$ cat src/rtl/uart_tx_buffer.sv
// Byte FIFO feeding an 8N1 UART transmitter for the data-memory dump path.
// Flow control back to the data memory is the registered FIFO-full flag.
module uart_tx_buffer #(
    parameter int CLKS_PER_BIT = 868,
    parameter int FIFO_DEPTH   = 16
) (
    input  logic       clk,
    input  logic       SYS_reset,
    input  logic       DMEM_transmit_request,
    input  logic [7:0] DMEM_data_transmit,
    output logic       transmitter_buffer_full,
    output logic       UART_tx,
    output logic       transmitter_idle
);

    localparam int AW = (FIFO_DEPTH > 1) ? $clog2(FIFO_DEPTH) : 1;
    localparam int CW = (CLKS_PER_BIT > 1) ? $clog2(CLKS_PER_BIT) : 1;

    localparam logic [CW-1:0] BAUD_LAST  = CW'(CLKS_PER_BIT - 1);
    localparam logic [AW:0]   COUNT_FULL = (AW + 1)'(FIFO_DEPTH);

    typedef enum logic [1:0] {
        S_IDLE,
        S_START,
        S_DATA,
        S_STOP
    } state_t;

    state_t        r_state;
    logic [7:0]    r_mem [FIFO_DEPTH];
    logic [AW-1:0] r_wr_ptr;
    logic [AW-1:0] r_rd_ptr;
    logic [AW:0]   r_count;
    logic [CW-1:0] r_baud;
    logic [2:0]    r_bit_idx;
    logic [7:0]    r_shift;
    logic          r_tx;

    logic w_full;
    logic w_not_empty;
    logic w_baud_done;
    logic w_push;
    logic w_pop;

    assign w_full      = (r_count == COUNT_FULL);
    assign w_not_empty = (r_count != '0);
    assign w_baud_done = (r_baud == BAUD_LAST);
    assign w_push      = DMEM_transmit_request && !w_full;

    // Pops happen only where a new frame starts: from IDLE, or at the
    // end of a stop bit so consecutive frames run without an idle gap.
    assign w_pop = w_not_empty &&
                   ((r_state == S_IDLE) ||
                    ((r_state == S_STOP) && w_baud_done));

    always_ff @(posedge clk) begin
        if (w_push) begin
            r_mem[r_wr_ptr] <= DMEM_data_transmit;
        end
    end

    always_ff @(posedge clk or posedge SYS_reset) begin
        if (SYS_reset) begin
            r_wr_ptr <= '0;
            r_rd_ptr <= '0;
            r_count  <= '0;
        end else begin
            if (w_push) begin
                r_wr_ptr <= r_wr_ptr + AW'(1);
            end
            if (w_pop) begin
                r_rd_ptr <= r_rd_ptr + AW'(1);
            end
            unique case ({w_push, w_pop})
                2'b10:   r_count <= r_count + (AW + 1)'(1);
                2'b01:   r_count <= r_count - (AW + 1)'(1);
                default: r_count <= r_count;
            endcase
        end
    end

    always_ff @(posedge clk or posedge SYS_reset) begin
        if (SYS_reset) begin
            r_state   <= S_IDLE;
            r_baud    <= '0;
            r_bit_idx <= '0;
            r_shift   <= '0;
            r_tx      <= 1'b1;
        end else begin
            unique case (r_state)
                S_IDLE: begin
                    r_tx   <= 1'b1;
                    r_baud <= '0;
                    if (w_pop) begin
                        r_shift <= r_mem[r_rd_ptr];
                        r_state <= S_START;
                        r_tx    <= 1'b0;
                    end
                end
                S_START: begin
                    if (w_baud_done) begin
                        r_baud    <= '0;
                        r_bit_idx <= '0;
                        r_state   <= S_DATA;
                        r_tx      <= r_shift[0];
                    end else begin
                        r_baud <= r_baud + CW'(1);
                    end
                end
                S_DATA: begin
                    if (w_baud_done) begin
                        r_baud  <= '0;
                        r_shift <= {1'b0, r_shift[7:1]};
                        if (r_bit_idx == 3'd7) begin
                            r_state <= S_STOP;
                            r_tx    <= 1'b1;
                        end else begin
                            r_bit_idx <= r_bit_idx + 3'd1;
                            r_tx      <= r_shift[1];
                        end
                    end else begin
                        r_baud <= r_baud + CW'(1);
                    end
                end
                S_STOP: begin
                    if (w_baud_done) begin
                        r_baud <= '0;
                        if (w_pop) begin
                            r_shift <= r_mem[r_rd_ptr];
                            r_state <= S_START;
                            r_tx    <= 1'b0;
                        end else begin
                            r_state <= S_IDLE;
                            r_tx    <= 1'b1;
                        end
                    end else begin
                        r_baud <= r_baud + CW'(1);
                    end
                end
                default: begin
                    r_state <= S_IDLE;
                    r_tx    <= 1'b1;
                end
            endcase
        end
    end

    assign UART_tx                 = r_tx;
    assign transmitter_buffer_full = w_full;
    assign transmitter_idle        = (r_state == S_IDLE) && !w_not_empty;

endmodule

$ cat config.mk
export PLATFORM = sky130hd
export DESIGN_NAME = uart_tx_buffer
export DESIGN_NICKNAME = d
export VERILOG_FILES = /design/src/rtl/uart_tx_buffer.sv
export SDC_FILE = /design/constraint.sdc
export NUM_CORES = 1
export LEC_CHECK = 0
export ABC_AREA = 1
export CAP_MARGIN = 0
export CORE_MARGIN = 3
export CORE_UTILIZATION = 54
export CTS_CLUSTER_DIAMETER = 150
export DETAILED_ROUTE_END_ITERATION = 12
export PLACE_DENSITY_LB_ADDON = 0.12
export SYNTH_ARGS = -nofsm -noshare
export SYNTH_HDL_FRONTEND = slang
export SYNTH_SLANG_ARGS = --single-unit
$ cat constraint.sdc
create_clock -name clk -period 6.6 [get_ports clk]
set_clock_uncertainty 0.2 [all_clocks]
set_input_delay 1.32 -clock clk [delete_from_list [all_inputs] [get_ports clk]]
set_output_delay 1.32 -clock clk [all_outputs]
set_load 0.005 [all_outputs]
==> results.cfg, run 1 <==
[drt]
dr_wl_met3_um = 798
route.detailed.drc = 0
via_per_inst = 5.45
dr.first_iter.drc_count = 431
vias = 5073
ant_nets = 0
wl_um = 16400
met2_length_um = 8640
highest_layer = met4
wire_per_inst_um = 17.6
wirelength_met1_um = 6710
dr.pass1.iters = 5

[yosys]
synth_commonest_cells = 234 x nand2_1, 128 x edfxtp_1, 69 x nand3_1, 65 x inv_1, 62 x nor2_1
synth_compound_area_frac = 0.0391
yosysMostFrequentCell = nand2_1
syn-cell-area_sq_um = 7490
netlist_instances = 734
synthXorXnorAreaFrac = 0.0175
yosys.area.top_type = edfxtp_1
synth_cell_type_count = 36
yosysWarningCount = 0
async_reset_ff_frac = 0.224
synth.area.mux_share = 0.00150
syn_avg_cell_area_sq_um = 10.2
ys.flop_type = edfxtp_1
yosys.area_share.simple = 0.222
synth_area_leaders = edfxtp_1 51%, dfrtp_1 12%, nand2_1 12%
synth_top_family_by_area = simple AND/OR/NAND/NOR gates
synth.ff_latch_count = 165
yosysTopAreaCellShare = 0.513
syn_nets = 762
synth_edf_count = 128
synth-seq-area-share = 0.637
synth_adder_area_share = 0.0284

[setup_path]
worstPathMaxFanout = 4
reg2reg_setup_slack_ns = 3.63
end_kind = output port
start_kind = flop
cp.arrival_ns = 2.05
worstPathRequired_ns = 5.08
critical_path_class = flop to output port

[global_route]
overflow = 0
grt_pass1_wl_um = 25600
grt_usage = 0.226
grt_pass1_vias = 5107
grt_start_max_net_pins = 71
antenna_found_initial = 0

[timing]
fmax_mhz = 280
rsz0062_at_grt = no
setup_viol = 0
finalMaxSlewViolations = 0
period_share = 0.541
slew_headroom = 0.294
fin_setup_tns_ns = 0
hold_viol = 0
worstMarginPinSlew_ns = 1.06
layout_min_cycle_time_ns = 3.57

[pwr]
ir_drop_mv = 0.197
power_density_nw_per_um2 = 307
power.leakage_uw = 0.00355

[clocking]
clock_sinks = 165
holdBufCountCts = 0
path_clk_slew_ns = 0.06
root_buffer = clkbuf_16
cts.htree.levels = 4
ctsResizeCount = 0
cts_tree = yes
clock_latency_ns = 0.42
post_cts_buffers = 0
cts_buffers = 17
cts_buffer_depth = 2

[die]
die_height_um = 124
io_pins = 14
coreArea_sq_um = 13400
die_w_um = 124
rows = 42
start_util = 0.559
dieArea_sq_um = 15300

[run]
maxCapViolCount = 0

[layout]
final_util = 0.622
final_layout_size_suffix_gt1_frac = 0.0689
syn_to_final_growth_pct = 11.3
nNetsFinal = 770
diodes = 0

[min_path]
hold_path_class = flop to flop

[place]
place_congestion = 0.839
numPortBuffers = 13
place_hpwl_um = 10300

[outcome]
outcome = complete, no violations
[critical path, stage by stage, from the launching register on]
cell             delay, ns
dfrtp_1               0.42
inv_1                 0.14
ha_1                  0.23
inv_1                 0.14
nor2_1                0.18
clkdlybuf4s50_1       0.53
[cells in the final DEF, fill, tap and decap left out, types with 12 or more instances in the layout]
| master | instances |
|---|---|
| nand2_1 | 234 |
| clkdlybuf4s50_1 | 13 |
| ha_1 | 17 |
| dfrtp_1 | 35 |
| clkbuf_16 | 17 |
| a21oi_1 | 21 |
| o21ai_0 | 20 |
| xor2_1 | 12 |
| nand3_1 | 69 |
| edfxtp_1 | 128 |
| nor2_1 | 62 |
| inv_1 | 65 |
[state kept, by name (all words and copies together) (netlist names)]
name       cells
UART_tx        1
r_wr_ptr       4
r_mem        128
r_shift        8
r_rd_ptr       4
r_baud        10
r_bit_idx      3
r_state        2
r_count        5
[logic make-up after synthesis]
kind of cell	Yosys count
simple gates	388
flops	165
buf+inv	97
compound gates	51
fa+ha+maj	17
xor+xnor	15
mux	1
[power breakdown]
group	switching, uW	internal (uW)	leakage (uW)
clock network	394	630	0.000293
registers	47.3	1230	0.00161
logic	182	71.6	0.00164
total	623	1930	0.00355
[per-stage QoR]
stage	cell area [sq um]	worst slack (ns)	total power, uW	hold slack [ns]	cells
2_1_floorplan	7490	3.76	1450	0.249	734
3_3_place_gp	7720	3.13	1540	0.271	899
3_5_place_dp	7720	3.07	1550	0.279	899
4_1_cts	8330	3.02	2560	0.291	931
5_1_grt	8330	2.90	2650	0.315	931
6_report	8330	3.03	2560	0.285	931
[final cells by class]
| cell class | instances | area, sq um |
|---|---|---|
| well taps | 176 | 220 |
| flip-flops and latches | 165 | 4770 |
| clock buffers | 18 | 429 |
| clock inverters | 14 | 185 |
| repair buffers | 16 | 153 |
| inverters | 70 | 263 |
| multi-input cells | 472 | 2310 |
| fillers | 1074 | 5070 |
[per-layer routing]
metal / vias to the layer above / global-route usage
met4: 0 / 0.0775
met2: 149 / 0.398
met1: 2464 / 0.282
met5: - / 0
met3: 26 / 0.0386
li1: 2434 / -
[path summary, 6_finish.rpt]
check / end / start / cells past startpoint
min reg2reg: r_baud[0] / r_baud[0] / 1
min in group asynchronous: r_wr_ptr[3] / SYS_reset / 3
min: r_baud[0] / r_baud[0] / 1
max in group asynchronous: r_rd_ptr[0] / SYS_reset / 3
max: transmitter_idle / r_state[1] / 5
max reg2reg: r_shift[3] / r_rd_ptr[0] / 10
Power figures use the tool's default switching activity.
==> inputs of run 2 (changes only) <==
==> constraint.sdc (replaced) <==
create_clock -name clk -period 3.59 [get_ports clk]
set_clock_uncertainty 0.2 [all_clocks]
set_input_delay 0.718 -clock clk [delete_from_list [all_inputs] [get_ports clk]]
set_output_delay 0.718 -clock clk [all_outputs]
set_load 0.005 [all_outputs]
==> run 2 against run 1 <==
First-iteration DRC count is 19% lower. Power is 78% higher. Wire length is 1.4% lower. Clock power is 70% higher. Worst hold slack hardly changed. Count of clock-buffer cells in the layout is 1 lower. Cell count is 0.21% higher. Sequential share of layout area is 0.19 points higher. Critical endpoint unchanged. Largest power group unchanged. Highest routed layer unchanged.
==> results.cfg, run 2 (synthesis gave the netlist of run 1 again) <==
[timing]
finalMaxSlewViolations = 0
fin_setup_tns_ns = 0
setup_slack_ns = 0.594
period_share = 0.834
rsz0062_at_grt = no
whs_ns = 0.286
layout_min_cycle_time_ns = 3.00
worstMarginPinSlew_ns = 0.818
hold_viol = 0
fmax_mhz = 334
slew_headroom = 0.453
setup_viol = 0

[setup_path]
cpMostUsedCell = inv_1
worstPathRequired_ns = 2.67
worst-path-buf-inv = 3
critical_path.top_delay_family = buffers and inverters
worstPathMaxFanout = 4
start_kind = flop
end_kind = output port
crit_slowest_cell = clkdlybuf4s50_1
critical_path_class = flop to output port
crit_chain = inv_1 > ha_1 > inv_1 > nor2_1 > clkdlybuf4s50_1
cpPeakStageDelay_ns = 0.54
cp.arrival_ns = 2.08

[global_route]
grt_pass1_vias = 4872
grt_usage = 0.222
grt_pass1_wl_um = 25100
overflow = 0
antenna_found_initial = 0
grt_start_max_net_pins = 70

[clocking]
root_buffer = clkbuf_16
cts.htree.levels = 4
cts_tree = yes
ctsResizeCount = 0
holdBufCountCts = 0
clock_latency_ns = 0.42
path_clk_slew_ns = 0.06
cts_buffers = 17
post_cts_buffers = 0
clock_sinks = 165
cts_buffer_depth = 2

[layout]
largest_register_ffs = 128
final_layout_size_suffix_gt1_frac = 0.0700
top_register = r_mem
reg.largest.list = r_mem (128), r_baud (10), r_shift (8)
final_common_cell = nand2_1
syn_to_final_growth_pct = 10.9
final_area_sq_um = 8300
nNetsFinal = 773
final_cell_mix = 234 x nand2_1, 128 x edfxtp_1, 69 x nand3_1
n_fill_cell = 1082
diodes = 0

[outcome]
outcome = complete, no violations

[place]
numPortBuffers = 13
place_congestion = 0.824
dpl_cell_area_sq_um = 7740
detailedPlace.worstSlack_ns = 0.625
place_hpwl_um = 10400

[min_path]
hold_path_class = flop to flop

[pwr]
ir_drop_mv = 0.381
power_density_nw_per_um2 = 548
power.leakage_uw = 0.00352

[die]
die_height_um = 124
dieArea_sq_um = 15300
rows = 42
start_util = 0.559
io_pins = 14
die_w_um = 124
coreArea_sq_um = 13400

[drt]
dr.pass1.iters = 5
via_per_inst = 5.42
ant_nets = 0
wl_um = 16200
route.detailed.drc = 0
wire_per_inst_um = 17.4
vias = 5059
dr.first_iter.drc_count = 349

[run]
maxCapViolCount = 0
[run 2: cell types whose count changed in the layout (fill, tap and decap cells not counted), moves of 2 or more]
cell        delta
clkinv_1       +2
buf_4          +3
bufinv_16      -2
clkinv_2       -3
clkinvlp_4     +4
[run 2: layer usage]
metal | up-vias | wire, um | share of wire | GRT usage
met1 | 2437 | 6680 | 0.41 | 0.281
met3 | 24 | 833 | 0.051 | 0.0372
met2 | 163 | 8410 | 0.52 | 0.386
met5 | - | 0 | 0 | 0
met4 | 0 | 280 | 0.017 | 0.0803
li1 | 2435 | - | - | -
[run 2: power breakdown]
group | switching, uW | total (uW) | internal [uW] | leakage [uW]
Clock | 720 | 1730 | 1010 | 0.000252
Combinational | 337 | 472 | 135 | 0.00166
Sequential | 85.4 | 2350 | 2260 | 0.00161
[run 2: metrics by stage]
step	utilization	power (uW)	std cells
floorplan	-	2670	734
global placement	0.577	2830	902
detailed placement	0.577	2850	902
CTS	0.620	4570	933
global route	0.620	4720	933
finish	0.620	4550	933
[run 2: final cells by class]
type                            count  area, sq um  share of cell area
Inverter                           70          263              0.0316
Clock inverter                     14          139              0.0167
Clock buffer                       17          425              0.0512
Tap cell                          176          220              0.0265
Timing Repair Buffer               19          175              0.0211
Sequential cell                   165         4770               0.575
Multi-Input combinational cell    472         2310               0.278
[run 2: worst register-to-register path, stage by stage (launching register included)]
cell     delay, ns
dfrtp_1       0.41
inv_1         0.14
ha_1          0.24
inv_1         0.13
nand2_1       0.09
nand2_1       0.05
inv_1         0.09
nand2_4       0.11
inv_1         0.14
ha_1          0.30
xor2_1        0.25
ha_1          0.19
inv_1         0.04
nand2_1       0.11
a31oi_1       0.11
xor2_1        0.16
nand2_1       0.06
nand2_1       0.05
[run 2: worst paths after layout]
kind / start / endpoint / slack, ns / cells past startpoint
min in group asynchronous: SYS_reset / r_count[0] / 0.52 / 3
worst max register to register: r_state[1] / r_count[4] / 0.63 / 17
max in group asynchronous: SYS_reset / r_rd_ptr[0] / 2.29 / 3
worst min register to register: UART_tx / UART_tx / 0.29 / 2
worst min-delay path: UART_tx / UART_tx / 0.29 / 2
worst max-delay path: r_state[1] / transmitter_idle / 0.59 / 5
==> inputs of run 3 (changes only) <==
==> constraint.sdc (replaced) <==
create_clock -name clk -period 2.8 [get_ports clk]
set_clock_uncertainty 0.2 [all_clocks]
set_input_delay 0.56 -clock clk [delete_from_list [all_inputs] [get_ports clk]]
set_output_delay 0.56 -clock clk [all_outputs]
set_load 0.005 [all_outputs]
==> run 3 against run 2 <==
Count of clock-buffer cells in the layout unchanged. Clock power rose by 24%. Setup slack got worse by 0.47 ns. Final area increased by 2.4%. Wire length shrank 2.6%. Critical path depth unchanged. Flip-flop and latch count is the same. Cell count up 2.5%. Power increased by 27%. Non-clock buffer count is 22 higher. Combinational power rose by 36%. Global-route usage is 0.058 points lower. Largest cell class unchanged.
==> results.cfg, run 3 (synthesis gave the netlist of run 1 again) <==
[clocking]
clock_latency_ns = 0.43
post_cts_buffers = 0
cts.htree.levels = 4
path_clk_slew_ns = 0.07
clock_sinks = 165
root_buffer = clkbuf_16
cts_buffer_depth = 2
cts_buffers = 17
cts_tree = yes

[setup_path]
reg2reg_setup_slack_ns = 0.13
crit_start = r_state[1]
start_kind = flop
worstPathRequired_ns = 2.04
critical_path_class = flop to output port
reg2reg_depth = 16
rr_startpoint = r_baud[0]
end_kind = output port
cp.arrival_ns = 1.91
crit_path_end = transmitter_idle
r2r-end = r_count[4]
worstPathMaxFanout = 4

[drt]
ant_nets = 0
route.detailed.drc = 0
dr.pass1.iters = 5
vias = 5072
via_per_inst = 5.31
wire_per_inst_um = 16.5
dr.first_iter.drc_count = 283
wl_um = 15800

[die]
die_height_um = 124
rows = 42
die_w_um = 124
start_util = 0.559
coreArea_sq_um = 13400
dieArea_sq_um = 15300
io_pins = 14

[pwr]
power_density_nw_per_um2 = 682
p_total_uw = 5790
power.leakage_uw = 0.00366
ir_drop_mv = 0.547

[place]
place_congestion = 0.825
place_hpwl_um = 9980
numPortBuffers = 13

[global_route]
antenna_found_initial = 0
grt_use_met1 = 0.281
grt_pass1_vias = 4925
use_met2 = 0.381
overflow = 0
grt_pass1_wl_um = 25100
use_met3 = 0.0463
grt_usage = 0.221
busiest_layer = met2
grt_start_max_net_pins = 70

[layout]
nNetsFinal = 795
final_common_cell = nand2_1
top_register = r_mem
n_fill_cell = 1058
reg.largest.list = r_mem (128), r_baud (10), r_shift (8)
largest_register_ffs = 128
syn_to_final_growth_pct = 13.5
final_layout_size_suffix_gt1_frac = 0.108
final_cell_mix = 234 x nand2_1, 128 x edfxtp_1, 69 x nand3_1
diodes = 0

[timing]
rsz0062_at_grt = yes
hold_viol = 0
worstMarginPinSlew_ns = 0.710
slew_headroom = 0.525
setup_viol = 0
whs_ns = 0.285
layout_min_cycle_time_ns = 2.67
period_share = 0.954
fmax_mhz = 374
finalMaxSlewViolations = 0

[outcome]
outcome = complete, no violations

[min_path]
hold_path_class = flop to flop

[run]
maxCapViolCount = 0
run 3: cell count changes in the layout (fill, tap and decap cells not counted), moves of 2 or more:
cell / delta
buf_4: +21
inv_6: +6
clkinvlp_4: -5
clkinv_1: -3
clkinv_2: +3
bufinv_16: -2
clkinv_4: +2
ha_1: -2
ha_4: +2
run 3: worst min path at each step:
stage | end | slack (ns) | cells after the start | start
floorplan | r_shift[7] | 0.25 | 2 | r_shift[7]
global placement | r_shift[7] | 0.26 | 2 | r_shift[7]
detailed placement | r_baud[0] | 0.27 | 1 | r_baud[0]
CTS | r_baud[0] | 0.28 | 1 | r_baud[0]
global route | r_baud[0] | 0.30 | 1 | r_baud[0]
finish | r_baud[0] | 0.28 | 1 | r_baud[0]
run 3: worst max-delay path: stages (launching register included):
cell	delay (ns)
dfrtp_1	0.42
inv_1	0.16
ha_4	0.18
inv_2	0.07
nor2_2	0.14
clkdlybuf4s50_1	0.52
run 3: cell type report:
type | count | area (sq um) | area share
repair buffers | 41 | 353 | 0.0415
flip-flops and latches | 165 | 4770 | 0.562
well taps | 176 | 220 | 0.0259
clock inverters | 15 | 121 | 0.0143
multi-input cells | 472 | 2340 | 0.276
inverters | 70 | 263 | 0.0309
clock buffers | 17 | 425 | 0.0501
run 3: where the power goes:
part / internal [uW] / total (uW) / switching, uW
clock: 1150 / 2150 / 996
combinational: 212 / 642 / 430
sequential: 2900 / 3000 / 106
total: 4260 / 5790 / 1530
run 3: routing by layer:
metal | wire [um] | vias up | part of all wire
li1 | - | 2495 | -
met1 | 6660 | 2410 | 0.42
met2 | 8010 | 145 | 0.51
met3 | 853 | 22 | 0.054
met4 | 262 | 0 | 0.017
met5 | 0 | - | 0
run 3: stage by stage:
stage | setup WS, ns | std cells | utilization | area (sq um) | setup TNS, ns
after floorplan | 0.153 | 734 | - | 7490 | 0
after global placement | 0.125 | 924 | 0.591 | 7920 | 0
after detailed placement | -0.0234 | 924 | 0.591 | 7920 | -0.0234
after CTS | 0.0519 | 956 | 0.632 | 8470 | 0
after global routing | -0.0305 | 956 | 0.634 | 8500 | -0.0480
final | 0.128 | 956 | 0.634 | 8500 | 0
run 3: what timing repair did:
item / 4_1_cts / 5_1_grt
hold buffers: 0 / 0
gates cloned: 0 / 0
setup endpoints to repair: 2 / 3
gates resized for setup: 3 / 4
